File: src/rtl/wb_arbiter_2m_if.sv
// Signal bundle between two Wishbone masters, the arbiter and the shared bus.
// The slave modport is the arbiter's view; the master modport is the view of
// the surrounding logic (masters plus bus decoder) that drives the arbiter.
interface wb_arbiter_2m_if;
    // Master 0 (data bus)
    logic        m0_cyc_i;
    logic        m0_stb_i;
    logic        m0_we_i;
    logic [3:0]  m0_sel_i;
    logic [31:0] m0_addr_i;
    logic [31:0] m0_data_i;
    logic [31:0] m0_data_o;
    logic        m0_ack_o;
    logic        m0_err_o;
    // Master 1 (instruction bus)
    logic        m1_cyc_i;
    logic        m1_stb_i;
    logic        m1_we_i;
    logic [3:0]  m1_sel_i;
    logic [31:0] m1_addr_i;
    logic [31:0] m1_data_i;
    logic [31:0] m1_data_o;
    logic        m1_ack_o;
    logic        m1_err_o;
    // Shared bus toward the decoder
    logic        s_cyc_o;
    logic        s_stb_o;
    logic        s_we_o;
    logic [3:0]  s_sel_o;
    logic [31:0] s_addr_o;
    logic [31:0] s_data_o;
    logic [31:0] s_data_i;
    logic        s_ack_i;
    // One-hot grant {m1,m0}
    logic [1:0]  grant_o;

    modport slave (
        input  m0_cyc_i, m0_stb_i, m0_we_i, m0_sel_i, m0_addr_i, m0_data_i,
        output m0_data_o, m0_ack_o, m0_err_o,
        input  m1_cyc_i, m1_stb_i, m1_we_i, m1_sel_i, m1_addr_i, m1_data_i,
        output m1_data_o, m1_ack_o, m1_err_o,
        output s_cyc_o, s_stb_o, s_we_o, s_sel_o, s_addr_o, s_data_o,
        input  s_data_i, s_ack_i,
        output grant_o
    );

    modport master (
        output m0_cyc_i, m0_stb_i, m0_we_i, m0_sel_i, m0_addr_i, m0_data_i,
        input  m0_data_o, m0_ack_o, m0_err_o,
        output m1_cyc_i, m1_stb_i, m1_we_i, m1_sel_i, m1_addr_i, m1_data_i,
        input  m1_data_o, m1_ack_o, m1_err_o,
        input  s_cyc_o, s_stb_o, s_we_o, s_sel_o, s_addr_o, s_data_o,
        output s_data_i, s_ack_i,
        input  grant_o
    );
endinterface

File: src/rtl/wb_arbiter_2m.sv
// Two-master Wishbone arbiter with registered round-robin grant, bus lock
// while the granted master holds cyc, and a slave-wait timeout that aborts
// the transfer with a one-cycle err pulse.
module wb_arbiter_2m #(
    parameter int unsigned TIMEOUT = 255
) (
    input  logic           clk,
    input  logic           rst,
    wb_arbiter_2m_if.slave bus
);

    typedef enum logic [1:0] {
        IDLE   = 2'd0,
        GRANT0 = 2'd1,
        GRANT1 = 2'd2
    } state_t;

    localparam logic [15:0] WAIT_LIMIT = 16'(TIMEOUT - 1);

    state_t      r_state;
    state_t      w_state_nxt;
    logic        r_lp;          // last master served (1 = m1)
    logic        w_lp_nxt;
    logic [15:0] r_wcnt;        // consecutive slave-wait cycles
    logic [15:0] w_wcnt_nxt;
    logic        r_to;          // timeout abort cycle in progress
    logic        w_to_nxt;
    logic        w_cyc;         // granted master's cyc
    logic        w_stb;         // granted master's stb

    assign w_cyc = (r_state == GRANT1) ? bus.m1_cyc_i : bus.m0_cyc_i;
    assign w_stb = (r_state == GRANT1) ? bus.m1_stb_i : bus.m0_stb_i;

    // State, round-robin pointer, wait counter and abort flag registers.
    // NOTE: sequential state uses non-blocking assignments so every register
    // samples the pre-edge values, independent of statement order.
    always_ff @(posedge clk or negedge rst) begin
        if (!rst) begin
            r_state <= IDLE;
            r_lp    <= 1'b1;    // m0 wins the first simultaneous request
            r_wcnt  <= '0;
            r_to    <= 1'b0;
        end else begin
            r_state <= w_state_nxt;
            r_lp    <= w_lp_nxt;
            r_wcnt  <= w_wcnt_nxt;
            r_to    <= w_to_nxt;
        end
    end

    // Next-state: arbitration in IDLE, release/timeout/wait counting when granted.
    // NOTE: every variable gets a default first so no path leaves it unassigned,
    // which would otherwise infer a latch.
    always_comb begin
        w_state_nxt = r_state;
        w_lp_nxt    = r_lp;
        w_wcnt_nxt  = r_wcnt;
        w_to_nxt    = 1'b0;
        case (r_state)
            IDLE: begin
                w_wcnt_nxt = '0;
                if (bus.m0_cyc_i && bus.m1_cyc_i) begin
                    w_state_nxt = r_lp ? GRANT0 : GRANT1;
                end else if (bus.m0_cyc_i) begin
                    w_state_nxt = GRANT0;
                end else if (bus.m1_cyc_i) begin
                    w_state_nxt = GRANT1;
                end
            end
            GRANT0, GRANT1: begin
                if (r_to || !w_cyc) begin
                    // Abort cycle finished or master released the bus
                    w_state_nxt = IDLE;
                    w_lp_nxt    = (r_state == GRANT1);
                    w_wcnt_nxt  = '0;
                end else if (bus.s_ack_i || !w_stb) begin
                    // An ack on the last allowed wait cycle still wins
                    w_wcnt_nxt = '0;
                end else if (r_wcnt == WAIT_LIMIT) begin
                    w_to_nxt   = 1'b1;
                    w_wcnt_nxt = '0;
                end else if (r_wcnt != 16'hFFFF) begin
                    w_wcnt_nxt = r_wcnt + 16'd1;
                end
            end
            default: begin
                w_state_nxt = IDLE;
            end
        endcase
    end

    // Output mux: route the granted master to the shared bus and back.
    always_comb begin
        bus.s_cyc_o   = 1'b0;
        bus.s_stb_o   = 1'b0;
        bus.s_we_o    = 1'b0;
        bus.s_sel_o   = '0;
        bus.s_addr_o  = '0;
        bus.s_data_o  = '0;
        bus.m0_ack_o  = 1'b0;
        bus.m0_err_o  = 1'b0;
        bus.m0_data_o = '0;
        bus.m1_ack_o  = 1'b0;
        bus.m1_err_o  = 1'b0;
        bus.m1_data_o = '0;
        bus.grant_o   = 2'b00;
        case (r_state)
            GRANT0: begin
                bus.s_cyc_o   = bus.m0_cyc_i & ~r_to;
                bus.s_stb_o   = bus.m0_stb_i & ~r_to;
                bus.s_we_o    = bus.m0_we_i;
                bus.s_sel_o   = bus.m0_sel_i;
                bus.s_addr_o  = bus.m0_addr_i;
                bus.s_data_o  = bus.m0_data_i;
                bus.m0_ack_o  = bus.s_ack_i & ~r_to;
                bus.m0_err_o  = r_to;
                bus.m0_data_o = bus.s_data_i;
                bus.grant_o   = 2'b01;
            end
            GRANT1: begin
                bus.s_cyc_o   = bus.m1_cyc_i & ~r_to;
                bus.s_stb_o   = bus.m1_stb_i & ~r_to;
                bus.s_we_o    = bus.m1_we_i;
                bus.s_sel_o   = bus.m1_sel_i;
                bus.s_addr_o  = bus.m1_addr_i;
                bus.s_data_o  = bus.m1_data_i;
                bus.m1_ack_o  = bus.s_ack_i & ~r_to;
                bus.m1_err_o  = r_to;
                bus.m1_data_o = bus.s_data_i;
                bus.grant_o   = 2'b10;
            end
            default: ;
        endcase
    end

endmodule
File: src/flat_wrapper.sv
// flat-port wrapper written by rule: the top's interface ports become plain ports
module wb_arbiter_2m_flat 
#(
    parameter int unsigned TIMEOUT = 255
)
  (clk, rst, bus_m0_cyc_i, bus_m0_stb_i, bus_m0_we_i, bus_m0_sel_i, bus_m0_addr_i, bus_m0_data_i, bus_m0_data_o, bus_m0_ack_o, bus_m0_err_o, bus_m1_cyc_i, bus_m1_stb_i, bus_m1_we_i, bus_m1_sel_i, bus_m1_addr_i, bus_m1_data_i, bus_m1_data_o, bus_m1_ack_o, bus_m1_err_o, bus_s_cyc_o, bus_s_stb_o, bus_s_we_o, bus_s_sel_o, bus_s_addr_o, bus_s_data_o, bus_s_data_i, bus_s_ack_i, bus_grant_o);
  wb_arbiter_2m_if bus_i ();
  input  logic clk;
  input  logic rst;
  input wire logic [$bits(bus_i.m0_cyc_i)-1:0] bus_m0_cyc_i;
  input wire logic [$bits(bus_i.m0_stb_i)-1:0] bus_m0_stb_i;
  input wire logic [$bits(bus_i.m0_we_i)-1:0] bus_m0_we_i;
  input wire logic [$bits(bus_i.m0_sel_i)-1:0] bus_m0_sel_i;
  input wire logic [$bits(bus_i.m0_addr_i)-1:0] bus_m0_addr_i;
  input wire logic [$bits(bus_i.m0_data_i)-1:0] bus_m0_data_i;
  output wire logic [$bits(bus_i.m0_data_o)-1:0] bus_m0_data_o;
  output wire logic [$bits(bus_i.m0_ack_o)-1:0] bus_m0_ack_o;
  output wire logic [$bits(bus_i.m0_err_o)-1:0] bus_m0_err_o;
  input wire logic [$bits(bus_i.m1_cyc_i)-1:0] bus_m1_cyc_i;
  input wire logic [$bits(bus_i.m1_stb_i)-1:0] bus_m1_stb_i;
  input wire logic [$bits(bus_i.m1_we_i)-1:0] bus_m1_we_i;
  input wire logic [$bits(bus_i.m1_sel_i)-1:0] bus_m1_sel_i;
  input wire logic [$bits(bus_i.m1_addr_i)-1:0] bus_m1_addr_i;
  input wire logic [$bits(bus_i.m1_data_i)-1:0] bus_m1_data_i;
  output wire logic [$bits(bus_i.m1_data_o)-1:0] bus_m1_data_o;
  output wire logic [$bits(bus_i.m1_ack_o)-1:0] bus_m1_ack_o;
  output wire logic [$bits(bus_i.m1_err_o)-1:0] bus_m1_err_o;
  output wire logic [$bits(bus_i.s_cyc_o)-1:0] bus_s_cyc_o;
  output wire logic [$bits(bus_i.s_stb_o)-1:0] bus_s_stb_o;
  output wire logic [$bits(bus_i.s_we_o)-1:0] bus_s_we_o;
  output wire logic [$bits(bus_i.s_sel_o)-1:0] bus_s_sel_o;
  output wire logic [$bits(bus_i.s_addr_o)-1:0] bus_s_addr_o;
  output wire logic [$bits(bus_i.s_data_o)-1:0] bus_s_data_o;
  input wire logic [$bits(bus_i.s_data_i)-1:0] bus_s_data_i;
  input wire logic [$bits(bus_i.s_ack_i)-1:0] bus_s_ack_i;
  output wire logic [$bits(bus_i.grant_o)-1:0] bus_grant_o;
  assign bus_i.m0_cyc_i = bus_m0_cyc_i;
  assign bus_i.m0_stb_i = bus_m0_stb_i;
  assign bus_i.m0_we_i = bus_m0_we_i;
  assign bus_i.m0_sel_i = bus_m0_sel_i;
  assign bus_i.m0_addr_i = bus_m0_addr_i;
  assign bus_i.m0_data_i = bus_m0_data_i;
  assign bus_m0_data_o = bus_i.m0_data_o;
  assign bus_m0_ack_o = bus_i.m0_ack_o;
  assign bus_m0_err_o = bus_i.m0_err_o;
  assign bus_i.m1_cyc_i = bus_m1_cyc_i;
  assign bus_i.m1_stb_i = bus_m1_stb_i;
  assign bus_i.m1_we_i = bus_m1_we_i;
  assign bus_i.m1_sel_i = bus_m1_sel_i;
  assign bus_i.m1_addr_i = bus_m1_addr_i;
  assign bus_i.m1_data_i = bus_m1_data_i;
  assign bus_m1_data_o = bus_i.m1_data_o;
  assign bus_m1_ack_o = bus_i.m1_ack_o;
  assign bus_m1_err_o = bus_i.m1_err_o;
  assign bus_s_cyc_o = bus_i.s_cyc_o;
  assign bus_s_stb_o = bus_i.s_stb_o;
  assign bus_s_we_o = bus_i.s_we_o;
  assign bus_s_sel_o = bus_i.s_sel_o;
  assign bus_s_addr_o = bus_i.s_addr_o;
  assign bus_s_data_o = bus_i.s_data_o;
  assign bus_i.s_data_i = bus_s_data_i;
  assign bus_i.s_ack_i = bus_s_ack_i;
  assign bus_grant_o = bus_i.grant_o;
  wb_arbiter_2m #(.TIMEOUT(TIMEOUT)) u_core (.clk(clk), .rst(rst), .bus(bus_i));
endmodule
File: config.mk
export PLATFORM = sky130hd
export DESIGN_NAME = wb_arbiter_2m_flat
export DESIGN_NICKNAME = d
export VERILOG_FILES = /design/src/rtl/wb_arbiter_2m_if.sv /design/src/rtl/wb_arbiter_2m.sv /design/src/flat_wrapper.sv
export SDC_FILE = /design/constraint.sdc
export NUM_CORES = 1
export LEC_CHECK = 0
export ABC_AREA = 0
export ABC_CLOCK_PERIOD_IN_PS = 5600
export BUFFER_PORTS_ARGS = -buffer_cell sky130_fd_sc_hd__buf_2
export CAP_MARGIN = 0
export CORE_AREA = 2 2 123 125
export DETAILED_ROUTE_END_ITERATION = 6
export DIE_AREA = 0 0 125 127
export GPL_TIMING_DRIVEN = 0
export PLACE_DENSITY = 0.62
export SLEW_MARGIN = 20
export SYNTH_ARGS = -nofsm -noshare
export SYNTH_HDL_FRONTEND = slang
export SYNTH_SLANG_ARGS = --single-unit
File: constraint.sdc
create_clock -name clk -period 5.6 [get_ports clk]
set_clock_uncertainty 0.15 [all_clocks]
set_input_delay 0.56 -clock clk [delete_from_list [all_inputs] [get_ports clk]]
set_output_delay 0.56 -clock clk [all_outputs]
set_load 0.1 [all_outputs]
Word level (Yosys, flattened, before mapping)
Cells that the tools add are included.

Latch bits: 0. Memories kept: 0. Bits in read-only memories: 0. Output and inout bits: 141. Flip-flop bits (word level): 20. Memory bits (writable): 0. Word-level logic and storage cells: 59. Bits of input ports: 177.

Div/mod/pow operators: 0. Add/subtract/negate cells: 1. Multiplexer cells: 30. Multipliers: 0. $lt $le $gt $ge: 0. Equality and inequality tests: 7. Bitwise operators: 6. Reduce and logical (&&, ||, !) cells: 11. Shift-type cells: 0.

Operators by type and width (number): $pmux W32 S2 (2); $mux W16 (4); $mux W32 (2); $pmux W16 S2 (1); $add A16 B1 Y16 const B (1); $eq A16 B8 Y1 const B (1); $ne A16 B16 Y1 const B (1); $mux W1 (10); $mux W2 (5); $pmux W2 S2 (2); $pmux W4 S2 (1); $pmux W1 S2 (3); $reduce_and A2 Y1 (3); $and A1 B1 Y1 (5); $ne A5 B1 Y1 const B (1); $ne A4 B3 Y1 const B (1); $eq A2 B1 Y1 const B (1); $eq A2 B2 Y1 const B (1); $logic_not A1 Y1 (2); $logic_not A2 Y1 (1); $logic_or A1 B1 Y1 (2); $ne A2 B1 Y1 const B (1); $reduce_bool A2 Y1 (1); $reduce_or A2 Y1 (1); 2 further kinds (2).

Depth between registers and ports, before layout
Gate-level depths: netlist of the first run.

Word-level depth: 7. Gate-level depth with buffers: 9. Gate-level depth less buffers: 7.

Worst setup path after synthesis of the first run
OpenSTA, ideal clock, no wires.

Path type: register to output. Start point: reg u_core.r_state[0]. End point: out bus_s_addr_o[15]. Stages on the path, launching flop included: 8. Slack: 1.253 ns. Buffers on the path: 3. Arrival time: 3.637 ns. Cell sequence: dfrtp_1 > inv_1 > ha_1 > buf_2 > clkbuf_1 > buf_1 > a22oi_1 > nor2b_1.

Longest elaborated chain between the ends: 2.

Ends and longest elaborated chain: start, declared (RTL line wb_arbiter_2m.sv:20) `state_t r_state;`; start signal, assigned (RTL line wb_arbiter_2m.sv:44) `r_state <= w_state_nxt;`; $eq A2 B2 Y1 or $eq A2 B1 Y1 (tied branches) (RTL line wb_arbiter_2m.sv:107) `case (r_state)`; $pmux W32 S2 * (RTL line wb_arbiter_2m.sv:107); end, declared (RTL line flat_wrapper.sv:32) `output wire logic [$bits(bus_i.s_addr_o)-1:0] bus_s_addr_o;`.

Mark *: on every way between the ends. The rest lies on a longest branch, timed or not.

Final worst setup path of the first run
Start point: reg u_core.r_state[0]. End point: out bus_s_addr_o[24].

The elaborated chain is that of the path after synthesis.

==> flow_metrics.py, run 1 <==
metrics = {
    "sta": {
        "finalCritPeriodShare_pct": 68.5,
        "setup_tns_ps": 0,
        "rsz0062_at_grt": "no",
        "finalHoldViolCount": 0,
        "slew_headroom_pct": 55.0,
        "fin_crit_ps": 3830,
        "tightest_slew_ps": 670,
        "drv_slew": 0,
        "setup_viol": 0,
        "fmaxAchievable_mhz": 261,
    },
    "synthesis": {
        "syn-instance-count": 384,
        "syn-cell-area_sq_mm": 0.00281,
        "synth_seq_cells": 20,
        "ys_async_sr_fraction_pct": 100,
        "synth_ff_type": "dfrtp_1",
        "synth.distinct_cells": 47,
        "yosysWarningCount": 0,
        "synth_edf_count": 0,
        "synth_area_per_cell_sq_um": 7.31,
        "seq_area_frac_synth_pct": 17.9,
        "syn_nets": 568,
    },
    "finish": {
        "final_cells": 890,
        "drive_gt1_share_pct": 47.0,
        "syn_to_final_growth_pct": 67.9,
        "final_cell_mix": "319 x buf_2, 70 x a22oi_1, 70 x nor2b_1",
        "multi_input_area_sq_mm": 0.00213,
        "regArea_sq_um": 502,
        "final_common_cell": "buf_2",
        "nets": 890,
        "nFillCells": 1592,
    },
    "detailed_routing": {
        "drt-total-wl_mm": 16.7,
        "num_vias": 4185,
        "drcViolationCount": 0,
        "viasPerCell": 4.70,
        "drt_pass1_iterations": 5,
        "drtAntennaViolNets": 0,
        "first_iter_violations": 258,
        "wl_per_cell_um": 18.8,
    },
    "die": {
        "die_y_um": 127,
        "die_width_um": 125,
        "row_count": 44,
        "core_area_sq_mm": 0.0144,
        "start_util_pct": 19.5,
        "dieArea_sq_mm": 0.0159,
        "ioPinCount": 318,
    },
    "global_route": {
        "overflow": 0,
        "grt_pass1_wl_mm": 23.5,
        "track_usage_pct": 18.9,
        "grt_pass1_vias": 3895,
        "grt_max_degree": 21,
        "antenna_found_initial": 1,
    },
    "critical_path": {
        "end_kind": "primary output",
        "critPathKind": "register to primary output",
        "cp_data_arrival_time_ps": 3120,
        "critPathLaunch": "u_core.r_state[0]$_DFFE_PN0P_",
        "setup.worst_path.end": "bus_s_addr_o[24]",
        "crit_chain": "inv_1 -> ha_1 -> buf_2 -> clkbuf_1 -> clkbuf_1 -> a22oi_1 -> nor2b_1 -> buf_2",
        "path_delay_family": "buffers and inverters",
        "reg2reg_depth": 9,
        "path_max_fanout": 10,
        "crit_required_ps": 4890,
        "startpoint_type": "register",
        "path_depth": 8,
        "cp_slowest_stage_delay_ps": 550,
        "slowest_stage": "clkbuf_1",
        "r2r-start": "u_core.r_state[0]$_DFFE_PN0P_",
        "rr_endpoint": "u_core.r_wcnt[1]$_DFFE_PN0P_",
        "path_buf_inv": 5,
        "rrSetupSlack_ps": 2630,
    },
    "place": {
        "placed_cells": 885,
        "dp_hpwl_mm": 14.1,
        "gp_congestion": 0.924,
        "port_buffers": 317,
    },
    "min_path": {
        "min_path_type": "input pin to async pin",
    },
    "clock_network": {
        "cts_setup_buffers": 0,
        "cts.repair.resized": 0,
        "cts_htree_levels": 1,
        "cts_made_buffers": 3,
        "hold_buffers": 0,
        "clkSlewWorstSetupHoldPaths_ps": 60,
        "cts_root_buffer": "clkbuf_16",
        "cts_tree": "built",
        "clkLatencyLatePin_ps": 250,
        "cts_sinks": 20,
        "clk_path_buf_depth": 2,
    },
    "run_status": {
        "outcome": "finished clean",
    },
    "job": {
        "cap_viol_max_count": 0,
    },
}
==> worst min-delay path by stage <==
stage	startpoint	to	cells after the start
after global placement	u_core.r_lp$_DFFE_PN1P_	u_core.r_lp$_DFFE_PN1P_	2
after floorplan	rst	u_core.r_state[0]$_DFFE_PN0P_	0
final	rst	u_core.r_wcnt[5]$_DFFE_PN0P_	1
after CTS	rst	u_core.r_wcnt[6]$_DFFE_PN0P_	1
after detailed placement	u_core.r_lp$_DFFE_PN1P_	u_core.r_lp$_DFFE_PN1P_	2
after global routing	rst	u_core.r_wcnt[6]$_DFFE_PN0P_	1
==> per-stage QoR <==
step           area, sq um  worst slack, ps  hold slack (ps)  utilization [%]
4_1_cts               4710             1820              128             32.7
6_report              4720             1770             95.6             32.7
5_1_grt               4720             1610              146             32.7
2_1_floorplan         2810             1250              114                -
3_3_place_gp          4630             2130              379             32.1
3_5_place_dp          4630             2090              376             32.1
==> kinds of logic (layout without fill, tap and decap cells) <==
| group | Yosys count | in the layout | synth area share (%) |
|---|---|---|---|
| AND/OR/NAND/NOR | 206 | 206 | 45.3 |
| AO/OA/AOI/OAI | 102 | 102 | 25.6 |
| buffers and inverters | 44 | 365 | 6.37 |
| flip-flops | 20 | 20 | 17.9 |
| adder cells (fa/ha/maj) | 7 | 7 | 3.12 |
| multiplexers | 3 | 3 | 1.11 |
| XOR/XNOR | 2 | 2 | 0.624 |
| other | 0 | 1 | 0 |
==> cells in the mapped netlist (2+ instances only) <==
| master | number | area, sq um |
|---|---|---|
| a21oi_1 | 14 | 70.1 |
| a22oi_1 | 70 | 526 |
| a311oi_1 | 2 | 17.5 |
| a31oi_1 | 7 | 43.8 |
| a41oi_1 | 2 | 17.5 |
| and2_1 | 66 | 413 |
| and3_1 | 3 | 18.8 |
| and3b_1 | 2 | 17.5 |
| and4_1 | 2 | 17.5 |
| buf_1 | 3 | 11.3 |
| buf_2 | 2 | 10.0 |
| clkbuf_1 | 29 | 109 |
| dfrtp_1 | 19 | 475 |
| ha_1 | 7 | 87.6 |
| inv_1 | 8 | 30.0 |
| mux2i_1 | 2 | 20.0 |
| nand2_1 | 11 | 41.3 |
| nand2b_1 | 2 | 12.5 |
| nand3_1 | 8 | 40.0 |
| nand4_1 | 10 | 62.6 |
| nor2_1 | 14 | 52.6 |
| nor2b_1 | 70 | 438 |
| nor3_1 | 3 | 15.0 |
| nor4b_1 | 2 | 17.5 |
| o21ai_0 | 3 | 15.0 |
| xor2_1 | 2 | 17.5 |
==> registers in the layout (all words and copies together), names as in the netlist <==
| name | cells |
|---|---|
| u_core.r_lp | 1 |
| u_core.r_wcnt | 16 |
| u_core.r_state | 2 |
| u_core.r_to | 1 |
==> per-layer routing <==
metal	wire length [um]	up-vias	track usage, %
met3	1490	19	4.61
met1	7230	1940	25.8
met5	0	-	0
met2	7740	203	30.6
li1	-	2023	-
met4	264	0	3.79
==> cell type report <==
class	instances	area share, %
plain buffers	36	3.16
well taps	184	4.88
clock buffers	4	1.88
inverters	8	0.637
multi-input cells	320	45.1
repair buffers	317	33.6
diodes	1	0.0531
flip-flops and latches	20	10.6
Power of run 1 is left out: the tool's default activity adds up to more than one toggle a clock period on the data nets, which glitch-free logic cannot reach.
==> run 2, diff against run 1 <==
Settings changed: ABC_CLOCK_PERIOD_IN_PS 5600 to 3150, CORE_AREA 2 2 123 125 to 2 2 122 124, DIE_AREA 0 0 125 127 to 0 0 124 126, PLACE_DENSITY 0.62 to 0.64.
Clock period 5.6 ns to 3.15 ns, I/O delays scaled along.
==> run 2 against run 1 <==
  * Critical path depth shrank 1
  * Via count is 0.57% lower
  * Register-to-register slack got worse by 2300 ps
  * Worst setup slack got worse by 1500 ps
  * Non-clock buffer count stayed put
  * Sequential cell count stayed put
  * Highest routed layer unchanged
==> flow_metrics.py, run 2 (synthesized netlist as in run 1, its figures left out) <==
metrics = {
    "run_status": {
        "outcome": "finished clean",
    },
    "sta": {
        "setup_tns_ps": 0,
        "fmaxAchievable_mhz": 341,
        "fin_ws_ps": 219,
        "tightest_slew_ps": 683,
        "finalCritPeriodShare_pct": 93.1,
        "setup_viol": 0,
        "finalHoldViolCount": 0,
        "drv_slew": 0,
        "slew_headroom_pct": 54.2,
        "rsz0062_at_grt": "no",
        "fin_crit_ps": 2930,
    },
    "critical_path": {
        "end_kind": "primary output",
        "critPathKind": "register to primary output",
        "r2r-start": "u_core.r_state[0]$_DFFE_PN0P_",
        "rrSetupSlack_ps": 370,
        "crit_required_ps": 2680,
        "cp_slowest_stage_delay_ps": 480,
        "rr_endpoint": "u_core.r_wcnt[1]$_DFFE_PN0P_",
        "critical-path-top-cell-by-count": "buf_2",
        "cp_data_arrival_time_ps": 2470,
        "slowest_stage": "clkbuf_1",
        "reg2reg_depth": 8,
        "startpoint_type": "register",
        "path_max_fanout": 10,
        "crit_chain": "inv_1 -> ha_2 -> buf_2 -> clkbuf_1 -> a22oi_1 -> nor2b_2 -> buf_2",
    },
    "detailed_routing": {
        "drtAntennaViolNets": 0,
        "first_iter_violations": 307,
        "drt_pass1_iterations": 5,
        "num_vias": 4161,
        "wl_per_cell_um": 17.4,
        "drcViolationCount": 0,
        "drt-total-wl_mm": 15.5,
        "viasPerCell": 4.68,
    },
    "finish": {
        "nets": 890,
        "diodes": 0,
        "top_register": "u_core.r_wcnt",
        "largestRegisters": "u_core.r_wcnt (16), u_core.r_state (2)",
        "final_common_cell": "buf_2",
        "largest_register_ff_count": 16,
        "syn_to_final_growth_pct": 83.0,
        "final_cell_mix": "285 x buf_2, 70 x a22oi_1, 66 x and2_1",
        "drive_gt1_share_pct": 57.9,
    },
    "clock_network": {
        "cts_htree_levels": 1,
        "clk_path_buf_depth": 2,
        "cts_tree": "built",
        "cts_made_buffers": 3,
        "cts_root_buffer": "clkbuf_16",
        "cts_setup_buffers": 0,
        "clkSlewWorstSetupHoldPaths_ps": 60,
        "cts_sinks": 20,
        "clkLatencyLatePin_ps": 250,
    },
    "place": {
        "dpl_worst_slack_ps": -72.2,
        "gp_congestion": 0.927,
        "port_buffers": 317,
        "dp_hpwl_mm": 13.2,
    },
    "min_path": {
        "worstHoldEndpoint": "u_core.r_state[0]$_DFFE_PN0P_",
        "min_from": "bus_m1_cyc_i",
        "hold_depth": 2,
        "min_path_type": "input pin to register",
    },
    "global_route": {
        "overflow": 0,
        "grt_pass1_wl_mm": 21.3,
        "antenna_found_initial": 0,
        "grt_pass1_vias": 3887,
        "track_usage_pct": 18.0,
        "grt_max_degree": 21,
    },
    "die": {
        "die_width_um": 124,
        "die_y_um": 126,
        "row_count": 44,
        "dieArea_sq_mm": 0.0156,
        "ioPinCount": 318,
        "start_util_pct": 19.6,
        "core_area_sq_mm": 0.0143,
    },
    "job": {
        "cap_viol_max_count": 0,
    },
}
==> run 2: changes by cell type in the layout (fill, tap and decap cells not counted), moves of 2 or more <==
| cell | previous run | this run |
|---|---|---|
| buf_4 | 1 | 31 |
| buf_1 | 3 | 1 |
| nor2b_1 | 70 | 0 |
| clkbuf_1 | 29 | 24 |
| nor2b_4 | 0 | 30 |
| buf_2 | 319 | 285 |
| clkbuf_4 | 0 | 4 |
| nor2b_2 | 0 | 40 |
| clkbuf_2 | 0 | 6 |
==> run 2: worst max-delay path by stage <==
stage                                   from                end  cells after the start
4_1_cts        u_core.r_state[0]$_DFFE_PN0P_   bus_s_data_o[24]                      8
3_5_place_dp   u_core.r_state[0]$_DFFE_PN0P_   bus_s_data_o[24]                      8
6_report       u_core.r_state[0]$_DFFE_PN0P_    bus_s_data_o[6]                      7
2_1_floorplan  u_core.r_state[0]$_DFFE_PN0P_  bus_m1_data_o[22]                      6
3_3_place_gp   u_core.r_state[0]$_DFFE_PN0P_   bus_s_data_o[24]                      8
5_1_grt        u_core.r_state[0]$_DFFE_PN0P_    bus_s_data_o[6]                      7
==> run 2: worst max-delay path: cells and delay by family, from the launching register on <==
family                   cells  cell delay, ps
buffers and inverters        4            1250
flip-flops                   1             430
AO/OA/AOI/OAI                1             220
adder cells (fa/ha/maj)      1             170
AND/OR/NAND/NOR              1             130
==> run 2: what timing repair did <==
action                                  CTS  global route
hold buffers                              1             0
hold endpoints to repair                 19             0
pin swaps                                 0             0
resized for setup                        32            10
endpoints found under the setup margin   55            51
==> run 2: stage by stage <==
stage | hold WS [ps] | util, % | cells | area (sq um)
floorplan | -131 | - | 384 | 3140
global placement | 141 | 34.6 | 885 | 4950
detailed placement | 150 | 34.6 | 885 | 4950
CTS | 155 | 35.8 | 890 | 5130
global route | 169 | 35.9 | 889 | 5140
finish | 157 | 35.9 | 889 | 5140
==> run 2: metal layers <==
metal  up-vias  track usage, %  part of all wire [%]
met5         -               0                     0
met4         0            2.05                  0.86
met3        10            9.56                    15
met2       239            31.8                    49
met1      1893            19.4                    36
li1       2019               -                     -
==> run 2: area by class of cell <==
class / instances / area [sq um]
plain buffers: 35 / 153
clock buffers: 4 / 88.8
fillers: 1556 / 9170
inverters: 8 / 30.0
multi-input cells: 320 / 2460
flip-flops and latches: 20 / 502
well taps: 184 / 230
repair buffers: 318 / 1680
Power of run 2 is left out for the same reason.
